==> src/rtl/dmem_pkg.sv <==
// Shared definitions for the data-memory controller: RV32I funct3 codes,
// FSM state encoding, arbiter grant encoding and the access legality check.
package dmem_pkg;

    // Load funct3 codes
    localparam logic [2:0] F3_LB  = 3'd0;
    localparam logic [2:0] F3_LH  = 3'd1;
    localparam logic [2:0] F3_LW  = 3'd2;
    localparam logic [2:0] F3_LBU = 3'd4;
    localparam logic [2:0] F3_LHU = 3'd5;
    // Store funct3 codes
    localparam logic [2:0] F3_SB  = 3'd0;
    localparam logic [2:0] F3_SH  = 3'd1;
    localparam logic [2:0] F3_SW  = 3'd2;

    typedef enum logic [1:0] {
        ST_IDLE   = 2'd0,
        ST_ACCESS = 2'd1,
        ST_WRITE  = 2'd2,
        ST_DONE   = 2'd3
    } state_e;

    typedef enum logic {
        GRANT_CORE = 1'b0,
        GRANT_DBG  = 1'b1
    } grant_e;

    // True when the access must not touch memory: bad funct3, misaligned
    // half/word, or a word index beyond the memory depth.
    function automatic logic access_illegal(
        input logic        we,
        input logic [2:0]  funct3,
        input logic [31:0] addr,
        input int unsigned depth_log2
    );
        logic bad;
        bad = 1'b0;
        if (we) begin
            if (funct3 > F3_SW) bad = 1'b1;
        end else begin
            if (funct3 == 3'd3 || funct3 == 3'd6 || funct3 == 3'd7) bad = 1'b1;
        end
        // Halfword codes (1, 5) need addr[0]=0; word code (2) needs addr[1:0]=0
        if (funct3[1:0] == 2'b01 && addr[0]) bad = 1'b1;
        if (funct3[1:0] == 2'b10 && addr[1:0] != 2'b00) bad = 1'b1;
        if ({2'b00, addr[31:2]} >= (32'd1 << depth_log2)) bad = 1'b1;
        return bad;
    endfunction

endpackage

==> src/rtl/dmem_ctrl_if.sv <==
// Bus bundle between the data-memory controller, its requesters and the
// word-wide memory. Debug-port signals exist only when DBG_PORT_EN is defined.
interface dmem_ctrl_if;

    // Core LSU side
    logic        core_req_in;
    logic        core_we_in;
    logic [2:0]  core_funct3_in;
    logic [31:0] core_addr_in;
    logic [31:0] core_wdata_in;
    logic        core_ack_out;
    logic [31:0] core_rdata_out;
    logic        core_err_out;
`ifdef DBG_PORT_EN
    // Debug side (word accesses only)
    logic        dbg_req_in;
    logic        dbg_we_in;
    logic [31:0] dbg_addr_in;
    logic [31:0] dbg_wdata_in;
    logic        dbg_ack_out;
    logic [31:0] dbg_rdata_out;
    logic        dbg_err_out;
`endif
    // Memory side
    logic [31:0] mem_rd_addr_out;
    logic [31:0] mem_rd_data_in;
    logic        mem_wr_en_out;
    logic [31:0] mem_wr_addr_out;
    logic [31:0] mem_wr_data_out;
    logic        busy_out;

`ifdef DBG_PORT_EN
    modport slave (
        input  core_req_in, core_we_in, core_funct3_in, core_addr_in, core_wdata_in,
        output core_ack_out, core_rdata_out, core_err_out,
        input  dbg_req_in, dbg_we_in, dbg_addr_in, dbg_wdata_in,
        output dbg_ack_out, dbg_rdata_out, dbg_err_out,
        output mem_rd_addr_out, input mem_rd_data_in,
        output mem_wr_en_out, mem_wr_addr_out, mem_wr_data_out, busy_out
    );
    modport master (
        output core_req_in, core_we_in, core_funct3_in, core_addr_in, core_wdata_in,
        input  core_ack_out, core_rdata_out, core_err_out,
        output dbg_req_in, dbg_we_in, dbg_addr_in, dbg_wdata_in,
        input  dbg_ack_out, dbg_rdata_out, dbg_err_out,
        input  mem_rd_addr_out, output mem_rd_data_in,
        input  mem_wr_en_out, mem_wr_addr_out, mem_wr_data_out, busy_out
    );
`else
    modport slave (
        input  core_req_in, core_we_in, core_funct3_in, core_addr_in, core_wdata_in,
        output core_ack_out, core_rdata_out, core_err_out,
        output mem_rd_addr_out, input mem_rd_data_in,
        output mem_wr_en_out, mem_wr_addr_out, mem_wr_data_out, busy_out
    );
    modport master (
        output core_req_in, core_we_in, core_funct3_in, core_addr_in, core_wdata_in,
        input  core_ack_out, core_rdata_out, core_err_out,
        input  mem_rd_addr_out, output mem_rd_data_in,
        input  mem_wr_en_out, mem_wr_addr_out, mem_wr_data_out, busy_out
    );
`endif

endinterface

==> src/rtl/dmem_lane_align.sv <==
// Combinational lane logic: extracts and extends the addressed byte/half of a
// memory word for loads, and builds the merged word for SB/SH.
module dmem_lane_align
    import dmem_pkg::*;
(
    input  logic [2:0]  funct3_in,
    input  logic [1:0]  addr_lo_in,
    input  logic [31:0] mem_word_in,
    input  logic [31:0] store_data_in,
    output logic [31:0] load_data_out,
    output logic [31:0] merged_word_out
);

    logic [31:0] byte_shifted;
    logic [31:0] half_shifted;
    logic [31:0] lane_mask;
    logic [31:0] store_shifted;

    // Load path: shift the addressed lane down to bit 0 and extend it
    always_comb begin
        byte_shifted = mem_word_in >> {addr_lo_in, 3'b000};
        half_shifted = mem_word_in >> {addr_lo_in[1], 4'b0000};
        unique case (funct3_in)
            F3_LB:   load_data_out = {{24{byte_shifted[7]}}, byte_shifted[7:0]};
            F3_LH:   load_data_out = {{16{half_shifted[15]}}, half_shifted[15:0]};
            F3_LBU:  load_data_out = {24'h0, byte_shifted[7:0]};
            F3_LHU:  load_data_out = {16'h0, half_shifted[15:0]};
            default: load_data_out = mem_word_in;
        endcase
    end

    // Store path: replace only the addressed lane of the old word
    always_comb begin
        store_shifted = store_data_in << {addr_lo_in, 3'b000};
        unique case (funct3_in)
            F3_SB:   lane_mask = 32'h0000_00FF << {addr_lo_in, 3'b000};
            F3_SH:   lane_mask = 32'h0000_FFFF << {addr_lo_in[1], 4'b0000};
            default: lane_mask = 32'h0;
        endcase
        merged_word_out = (mem_word_in & ~lane_mask) | (store_shifted & lane_mask);
    end

endmodule

==> src/rtl/dmem_ctrl.sv <==
// RV32I data-memory controller: sequences loads/stores onto a word memory with
// combinational read and synchronous write, handles lane extraction and
// read-modify-write for SB/SH, and flags illegal accesses.
// Optional feature macro: DBG_PORT_EN (adds a word-only debug port and a
// round-robin arbiter between core and debug).
module dmem_ctrl
    import dmem_pkg::*;
#(
    parameter int unsigned DEPTH_LOG2 = 8
) (
    input logic        clkin,
    input logic        rst_in,
    dmem_ctrl_if.slave bus
);

    state_e      state_q, state_d;
    logic        we_q, we_d;
    logic [2:0]  funct3_q, funct3_d;
    logic [31:0] addr_q, addr_d;
    logic [31:0] wdata_q, wdata_d;
    logic [31:0] rdata_q, rdata_d;
    logic [31:0] merge_q, merge_d;
    logic [31:0] rd_addr_q, rd_addr_d;
    logic        err_q, err_d;
`ifdef DBG_PORT_EN
    grant_e      grant_q, grant_d;
    grant_e      last_grant_q, last_grant_d;
    logic        sel_dbg;
`endif

    logic        any_req;
    logic        req_we;
    logic [2:0]  req_funct3;
    logic [31:0] req_addr;
    logic [31:0] req_wdata;
    logic        req_illegal;

    logic        done_ack;
    logic        core_sel;
    logic        wr_en;
    logic [31:0] wr_data;
    logic [31:0] rd_addr;
    logic [31:0] word_idx;
    logic [31:0] load_data;
    logic [31:0] merged_word;

    assign word_idx = {2'b00, addr_q[31:2]};

    dmem_lane_align u_lane_align (
        .funct3_in       (funct3_q),
        .addr_lo_in      (addr_q[1:0]),
        .mem_word_in     (bus.mem_rd_data_in),
        .store_data_in   (wdata_q),
        .load_data_out   (load_data),
        .merged_word_out (merged_word)
    );

    // Request selection: pick the winning requester and check its legality
    always_comb begin
`ifdef DBG_PORT_EN
        any_req = bus.core_req_in | bus.dbg_req_in;
        sel_dbg = bus.dbg_req_in & (~bus.core_req_in | (last_grant_q == GRANT_CORE));
        if (sel_dbg) begin
            req_we     = bus.dbg_we_in;
            req_funct3 = F3_SW;
            req_addr   = bus.dbg_addr_in;
            req_wdata  = bus.dbg_wdata_in;
        end else begin
            req_we     = bus.core_we_in;
            req_funct3 = bus.core_funct3_in;
            req_addr   = bus.core_addr_in;
            req_wdata  = bus.core_wdata_in;
        end
`else
        any_req    = bus.core_req_in;
        req_we     = bus.core_we_in;
        req_funct3 = bus.core_funct3_in;
        req_addr   = bus.core_addr_in;
        req_wdata  = bus.core_wdata_in;
`endif
        req_illegal = access_illegal(req_we, req_funct3, req_addr, DEPTH_LOG2);
    end

    // FSM next-state and memory-side outputs
    always_comb begin
        // NOTE: every signal gets a default first, so no branch can infer a latch.
        state_d   = state_q;
        we_d      = we_q;
        funct3_d  = funct3_q;
        addr_d    = addr_q;
        wdata_d   = wdata_q;
        rdata_d   = rdata_q;
        merge_d   = merge_q;
        rd_addr_d = rd_addr_q;
        err_d     = err_q;
`ifdef DBG_PORT_EN
        grant_d      = grant_q;
        last_grant_d = last_grant_q;
`endif
        done_ack = 1'b0;
        wr_en    = 1'b0;
        wr_data  = 32'h0;
        rd_addr  = rd_addr_q;

        unique case (state_q)
            ST_IDLE: begin
                if (any_req) begin
                    we_d     = req_we;
                    funct3_d = req_funct3;
                    addr_d   = req_addr;
                    wdata_d  = req_wdata;
                    err_d    = req_illegal;
                    rdata_d  = 32'h0;
`ifdef DBG_PORT_EN
                    grant_d      = sel_dbg ? GRANT_DBG : GRANT_CORE;
                    last_grant_d = sel_dbg ? GRANT_DBG : GRANT_CORE;
`endif
                    state_d  = req_illegal ? ST_DONE : ST_ACCESS;
                end
            end
            ST_ACCESS: begin
                rd_addr   = word_idx;
                rd_addr_d = word_idx;
                if (!we_q) begin
                    rdata_d = load_data;
                    state_d = ST_DONE;
                end else if (funct3_q == F3_SW) begin
                    wr_en   = 1'b1;
                    wr_data = wdata_q;
                    state_d = ST_DONE;
                end else begin
                    merge_d = merged_word;
                    state_d = ST_WRITE;
                end
            end
            ST_WRITE: begin
                wr_en   = 1'b1;
                wr_data = merge_q;
                state_d = ST_DONE;
            end
            ST_DONE: begin
                done_ack = 1'b1;
                state_d  = ST_IDLE;
            end
            default: state_d = ST_IDLE;
        endcase
    end

    // State and transaction registers; reset aborts any access in flight
    always_ff @(posedge clkin or posedge rst_in) begin
        if (rst_in) begin
            state_q   <= ST_IDLE;
            we_q      <= 1'b0;
            funct3_q  <= 3'd0;
            addr_q    <= 32'h0;
            wdata_q   <= 32'h0;
            rdata_q   <= 32'h0;
            merge_q   <= 32'h0;
            rd_addr_q <= 32'h0;
            err_q     <= 1'b0;
`ifdef DBG_PORT_EN
            grant_q      <= GRANT_CORE;
            last_grant_q <= GRANT_DBG;
`endif
        end else begin
            // NOTE: non-blocking assignments keep every flop sampling pre-edge values.
            state_q   <= state_d;
            we_q      <= we_d;
            funct3_q  <= funct3_d;
            addr_q    <= addr_d;
            wdata_q   <= wdata_d;
            rdata_q   <= rdata_d;
            merge_q   <= merge_d;
            rd_addr_q <= rd_addr_d;
            err_q     <= err_d;
`ifdef DBG_PORT_EN
            grant_q      <= grant_d;
            last_grant_q <= last_grant_d;
`endif
        end
    end

`ifdef DBG_PORT_EN
    assign core_sel = (grant_q == GRANT_CORE);
    assign bus.dbg_ack_out   = done_ack & ~core_sel;
    assign bus.dbg_rdata_out = (done_ack & ~core_sel) ? rdata_q : 32'h0;
    assign bus.dbg_err_out   = done_ack & ~core_sel & err_q;
`else
    assign core_sel = 1'b1;
`endif

    assign bus.core_ack_out    = done_ack & core_sel;
    assign bus.core_rdata_out  = (done_ack & core_sel) ? rdata_q : 32'h0;
    assign bus.core_err_out    = done_ack & core_sel & err_q;
    assign bus.mem_rd_addr_out = rd_addr;
    assign bus.mem_wr_en_out   = wr_en;
    assign bus.mem_wr_addr_out = wr_en ? word_idx : 32'h0;
    assign bus.mem_wr_data_out = wr_data;
    assign bus.busy_out        = (state_q != ST_IDLE);

endmodule

==> src/flat_wrapper.sv <==
// flat-port wrapper written by rule: the top's interface ports become plain ports
module dmem_ctrl_flat import dmem_pkg::*;
#(
    parameter int unsigned DEPTH_LOG2 = 8
)
  (clkin, rst_in, bus_core_req_in, bus_core_we_in, bus_core_funct3_in, bus_core_addr_in, bus_core_wdata_in, bus_core_ack_out, bus_core_rdata_out, bus_core_err_out, bus_mem_rd_addr_out, bus_mem_rd_data_in, bus_mem_wr_en_out, bus_mem_wr_addr_out, bus_mem_wr_data_out, bus_busy_out);
  dmem_ctrl_if bus_i ();
  input logic clkin;
  input logic rst_in;
  input wire logic [$bits(bus_i.core_req_in)-1:0] bus_core_req_in;
  input wire logic [$bits(bus_i.core_we_in)-1:0] bus_core_we_in;
  input wire logic [$bits(bus_i.core_funct3_in)-1:0] bus_core_funct3_in;
  input wire logic [$bits(bus_i.core_addr_in)-1:0] bus_core_addr_in;
  input wire logic [$bits(bus_i.core_wdata_in)-1:0] bus_core_wdata_in;
  output wire logic [$bits(bus_i.core_ack_out)-1:0] bus_core_ack_out;
  output wire logic [$bits(bus_i.core_rdata_out)-1:0] bus_core_rdata_out;
  output wire logic [$bits(bus_i.core_err_out)-1:0] bus_core_err_out;
  output wire logic [$bits(bus_i.mem_rd_addr_out)-1:0] bus_mem_rd_addr_out;
  input wire logic [$bits(bus_i.mem_rd_data_in)-1:0] bus_mem_rd_data_in;
  output wire logic [$bits(bus_i.mem_wr_en_out)-1:0] bus_mem_wr_en_out;
  output wire logic [$bits(bus_i.mem_wr_addr_out)-1:0] bus_mem_wr_addr_out;
  output wire logic [$bits(bus_i.mem_wr_data_out)-1:0] bus_mem_wr_data_out;
  output wire logic [$bits(bus_i.busy_out)-1:0] bus_busy_out;
  assign bus_i.core_req_in = bus_core_req_in;
  assign bus_i.core_we_in = bus_core_we_in;
  assign bus_i.core_funct3_in = bus_core_funct3_in;
  assign bus_i.core_addr_in = bus_core_addr_in;
  assign bus_i.core_wdata_in = bus_core_wdata_in;
  assign bus_core_ack_out = bus_i.core_ack_out;
  assign bus_core_rdata_out = bus_i.core_rdata_out;
  assign bus_core_err_out = bus_i.core_err_out;
  assign bus_mem_rd_addr_out = bus_i.mem_rd_addr_out;
  assign bus_i.mem_rd_data_in = bus_mem_rd_data_in;
  assign bus_mem_wr_en_out = bus_i.mem_wr_en_out;
  assign bus_mem_wr_addr_out = bus_i.mem_wr_addr_out;
  assign bus_mem_wr_data_out = bus_i.mem_wr_data_out;
  assign bus_busy_out = bus_i.busy_out;
  dmem_ctrl #(.DEPTH_LOG2(DEPTH_LOG2)) u_core (.clkin(clkin), .rst_in(rst_in), .bus(bus_i));
endmodule
==> config.mk <==
export PLATFORM = sky130hd
export DESIGN_NAME = dmem_ctrl_flat
export DESIGN_NICKNAME = d
export VERILOG_FILES = /design/src/rtl/dmem_pkg.sv /design/src/rtl/dmem_ctrl_if.sv /design/src/rtl/dmem_lane_align.sv /design/src/rtl/dmem_ctrl.sv /design/src/flat_wrapper.sv
export SDC_FILE = /design/constraint.sdc
export NUM_CORES = 1
export LEC_CHECK = 0
export ABC_AREA = 1
export ABC_CLOCK_PERIOD_IN_PS = 5200
export BUFFER_PORTS_ARGS = -buffer_cell sky130_fd_sc_hd__buf_2
export CAP_MARGIN = 40
export CORE_MARGIN = 2
export CORE_UTILIZATION = 49
export CTS_CLUSTER_SIZE = 12
export DETAILED_ROUTE_END_ITERATION = 12
export PLACE_DENSITY = 0.78
export SETUP_SLACK_MARGIN = 0.2
export SLEW_MARGIN = 10
export SYNTH_ARGS = -nofsm -noshare
export SYNTH_HDL_FRONTEND = slang
export SYNTH_HIERARCHICAL = 1
export SYNTH_SLANG_ARGS = --single-unit
==> constraint.sdc <==
create_clock -name clkin -period 5.2 [get_ports clkin]
set_input_delay 1.04 -clock clkin [delete_from_list [all_inputs] [get_ports clkin]]
set_output_delay 1.04 -clock clkin [all_outputs]
set_load 0.005 [all_outputs]
* After elaboration in Yosys (flattened, before gate mapping) *
Index checks and enable logic that the tools add are counted.

cells by class
  order comparisons = 2
  equality and inequality tests = 14
  shift operators = 5
  mux-type cells = 26
  bitwise logic cells = 6
  reduce and logical (&&, ||, !) cells = 12

operator list
  operator                                                                number
  32-bit 2-to-1 mux                                                       6
  32-bit case mux with 2 select lines                                     3
  32-bit case mux with 4 select lines                                     1
  32-bit bitwise AND                                                      2
  32-bit NOT                                                              1
  32-bit OR                                                               1
  16-bit by 5-bit << shifter with 32-bit output, first input constant     1
  32-bit by 5-bit << shifter with 32-bit output                           1
  8-bit by 5-bit << shifter with 32-bit output, first input constant      1
  32-bit by 5-bit >> shifter with 16-bit output                           1
  32-bit by 5-bit >> shifter with 8-bit output                            1
  30-bit by 9-bit >= comparator with 1-bit output, second input constant  1
  30-bit 2-to-1 mux                                                       1
  3-bit equality test, second input constant                              4
  1-bit 2-to-1 mux                                                        10
  2-bit case mux with 4 select lines                                      1
  2-bit equality test, second input constant                              3
  3-bit by 2-bit equality test with 1-bit output, second input constant   2
  2-bit 2-to-1 mux                                                        3
  3-bit AND reduction                                                     2
  2-bit nonzero test                                                      3
  2-bit by 1-bit equality test with 1-bit output, second input constant   2
  2-bit inequality test, second input constant                            2
  3-bit by 1-bit equality test with 1-bit output, second input constant   1
  9 further kinds                                                         11

storage, ports and cells
  flip-flop bits (word level) = 167
  input port bits = 103
  output and inout port bits = 132
  word-level logic and storage cells = 74

* Depth between registers and ports, before layout *
  word-level depth = 11
  gate-level depth with buffers = 11
  mapped depth without buffers = 9

* Hierarchy *
Netlist, hierarchy kept.

by module, submodules not included
  module           instances  cells each  area each (µm²)  sequential area each (µm²)
  dmem_ctrl        1          884         7593.5           4179.0
  dmem_lane_align  1          364         1626.6           0.0

* Worst setup path before layout *
Ideal clock, no wire load.

  path type = register to output
  start point = register u_core.state_q[1]
  end point = output bus_mem_wr_addr_out[0]
  arrival time = 1.376 ns
  data required time = 4.160 ns
  setup slack = 2.784 ns
  stages on the path, launching flop included = 9
  buffers on the path = 2
  cell sequence = dfrtp_1 inv_1 ha_1 buf_4 nand2_4 nor2_4 o21ai_1 buf_2 nor2_1

between the ends
  longest elaborated chain between the ends = 3
  elaborated cells between the ends (all ways) = 4
  those cells by class = eq/ne (2); mux (2)

ends and longest elaborated chain
  element                                                                                       RTL line            source
  start: declaration                                                                            dmem_ctrl.sv:16     state_e state_q, state_d;
  start signal: assignment                                                                      dmem_ctrl.sv:167    state_q <= state_d;
  2-bit equality test / 2-bit by 1-bit equality test with 1-bit output (equally long branches)  dmem_ctrl.sv:105    unique case (state_q)
  1-bit case mux with 2 select lines (*)                                                        dmem_ctrl.sv:105
  30-bit 2-to-1 mux (*)                                                                         dmem_ctrl.sv:197    assign bus.mem_wr_addr_out = wr_en ? word_idx : 32'h0;
  end: declaration                                                                              flat_wrapper.sv:21  output wire logic [$bits(bus_i.mem_wr_addr_out)-1:0] bus_mem_wr_addr_out;

Every way passes the cells marked *; elsewhere a longest branch is shown, timed or not.

* Final worst setup path *
  start point = register u_core.state_q[1]
  end point = output bus_mem_rd_addr_out[1]

between the ends
  longest elaborated chain between the ends = 2

ends and longest elaborated chain
  element                                         RTL line            source
  2-bit by 1-bit equality test with 1-bit output  dmem_ctrl.sv:105
  32-bit 2-to-1 mux                               dmem_ctrl.sv:105
  end: declaration                                flat_wrapper.sv:18  output wire logic [$bits(bus_i.mem_rd_addr_out)-1:0] bus_mem_rd_addr_out;

No other way between the ends.

==> flow_summary.ini <==
[synthesis]
synth_edf_count = 0
synth.largest_area_cell = dfrtp_1
netlist.area_leader.share_pct = 45.3
netlist_instances = 1248
synth-main-ff-cell = dfrtp_1
synthTopCellsByCount = nand2_1, dfrtp_1, inv_1
synthXorXnorAreaFrac_pct = 0
synth-simple-area-share_pct = 29.9
ys_warn_count = 6
ys_types = 28
ys_async_sr_fraction_pct = 100
syn-cell-area_sq_um = 9220
synth.avg_cell_area_sq_um = 7.39
synth_top_family_by_area = simple AND/OR/NAND/NOR gates
ys_seq_area_share_pct = 45.3
synth_compound_area_share_pct = 10.1
ys_seq_elements = 167
yosysMostFrequentCell = nand2_1
synth_fa_ha_area_share_pct = 0.679
synth.mux.area_fraction_pct = 5.13
synthTopCellsByArea = dfrtp_1, nand2_1, nand3_1

[clock_tree]
cts.sinks = 167
holdBufCountCts = 0
htreeDepth = 4
cts-root-buf = clkbuf_16
cts_setup_buffers = 0
cts_tree = done
cts_buffers = 17
post_cts_resized = 0
insertion_delay_ps = 440
clk_pin_slew_worst_paths_ps = 70
clk_path_buf_depth = 2

[sta]
slew_viol_final = 0
fin_crit_ps = 3480
skew_ps = 13.2
period_share_pct = 66.9
slew-limit-headroom_pct = 40.6
fmax_mhz = 287
worst_slew_pin_slew_ps = 891
rsz0062_at_grt = no
hold_viol = 0
tns_ps = 0
setup_violations = 0

[placed_design]
gp_congestion = 0.962
dpl-instance-area_sq_um = 10500
hpwlAfterDp_mm = 20.0
port_buffers = 232

[detailed_routing]
drt-initial-drc-count = 938
via_per_inst = 5.30
ant_nets = 0
wire_per_inst_um = 16.1
drcViolationCount = 0
num_vias = 8934
drtPass1Iterations = 6
wirelength_mm = 27.1

[floorplan]
io_pins = 235
die_w_um = 141
fp.dieH_um = 141
rows = 50
fp.dieArea_sq_um = 19900
start_util_pct = 49.6
core_sq_um = 18600

[cells_and_area]
area_growth_pct = 20.3
fin_util_pct = 59.7
stdcell_area_sq_um = 11100
drive_above_1_share_pct = 23.3
nets = 1547
antenna_cells = 0
fill_cells = 1730
multi_input_area_sq_um = 4250
seq_area_sq_um = 4180

[global_route]
grt_pass1_vias = 8383
grt_usage_pct = 27.7
grt-ovfl-total = 0
grt_max_degree = 97
antenna_found_initial = 2
grt_pass1_wl_mm = 43.4

[worst_setup_path]
worstSetupPathType = register to output pin
crit_path_end_kind = output pin
cp.arrival_ps = 2440
rr_startpoint = u_core/addr_q[0]
worstPathRequired_ps = 4160
reg2reg_slack_ps = 2550
critPathMaxFanout = 96
critPathLaunchType = register
timing.rr.end = u_core/rdata_q[20]
reg2regPathDepth = 9

[hold_path]
min_from = u_core/err_q
hold_end = u_core/err_q
holdPathStages = 2
hold_path_class = register to register

[power]
p_per_area_nw_per_um2 = 626
p_leak_uw = 0.00629
ir_worst_vdd_mv = 0.371
power_uw = 6940

[job]
drv_cap = 0

[status]
run_status = finished clean
==> cells in the final DEF (no fill, tap or decap), types with 3 or more instances in the layout <==
master	n
nand3_1	100
nor2_1	90
inv_1	102
clkbuf_16	17
clkinvlp_4	3
ha_1	4
nand2_4	3
mux2_4	30
nand2_2	7
buf_2	232
a22oi_1	8
nand2_1	473
buf_8	3
buf_4	9
o211ai_1	7
inv_2	6
nor2_4	3
dfrtp_1	167
inv_6	3
o21ai_0	83
a21oi_1	75
inv_8	5
==> cell families (layout without fill, tap and decap cells) <==
logic type | Yosys count | after routing
AO/OA/AOI/OAI | 177 | 177
buffers and inverters | 186 | 389
adder cells (fa/ha/maj) | 5 | 5
other | 1 | 2
multiplexers | 32 | 32
AND/OR/NAND/NOR | 680 | 680
flip-flops | 167 | 167
==> metrics by stage <==
stage               cells  hold WS [ps]  setup slack (ps)
finish               1686           486              1720
detailed placement   1654           468              2150
floorplan            1249           449              2030
CTS                  1686           487              1660
global route         1686           504              1480
global placement     1647           468              1560
==> worst max-delay path by stage <==
stage | startpoint | depth (start not counted) | endpoint
2_1_floorplan | rst_in | 1 | u_core/addr_q[0]
6_report | u_core/state_q[1] | 6 | bus_mem_rd_addr_out[1]
5_1_grt | u_core/state_q[1] | 6 | bus_mem_rd_addr_out[1]
4_1_cts | u_core/state_q[1] | 6 | bus_mem_rd_addr_out[1]
3_3_place_gp | u_core/funct3_q[1] | 6 | bus_mem_wr_addr_out[8]
3_5_place_dp | u_core/state_q[1] | 6 | bus_mem_rd_addr_out[1]
==> power by group <==
group          switching [uW]  internal [uW]
clock network             599            689
logic                    2050           1280
registers                 435           1890
==> state kept, by name (all words and copies together), names as in the netlist <==
register / flops
u_core/wdata_q: 32
u_core/merge_q: 32
u_core/state_q: 2
u_core/funct3_q: 3
u_core/rdata_q: 32
u_core/err_q: 1
u_core/addr_q: 32
u_core/we_q: 1
u_core/rd_addr_q: 32
==> layout make-up <==
| type | count | share of cell area, % |
|---|---|---|
| tap | 234 | 2.64 |
| timing repair buffer | 248 | 12.3 |
| sequential | 167 | 37.7 |
| multi-input combinational | 896 | 38.3 |
| inverter | 109 | 3.72 |
| clock inverter | 15 | 1.60 |
| clock buffer | 17 | 3.83 |
==> per-layer routing <==
layer	up-vias	wire, um	track usage (%)
li1	4304	-	-
met2	409	12500	43.5
met1	4168	11400	38.0
met4	4	593	9.32
met3	49	2560	6.66
met5	-	24	0
==> worst max-delay path, stage by stage (launching register included) <==
cell	delay, ps
dfrtp_1	430
inv_1	150
ha_4	170
buf_4	690
nor2_1	110
a21oi_1	250
buf_2	160
Note: power is estimated with default switching activity, not from simulation.
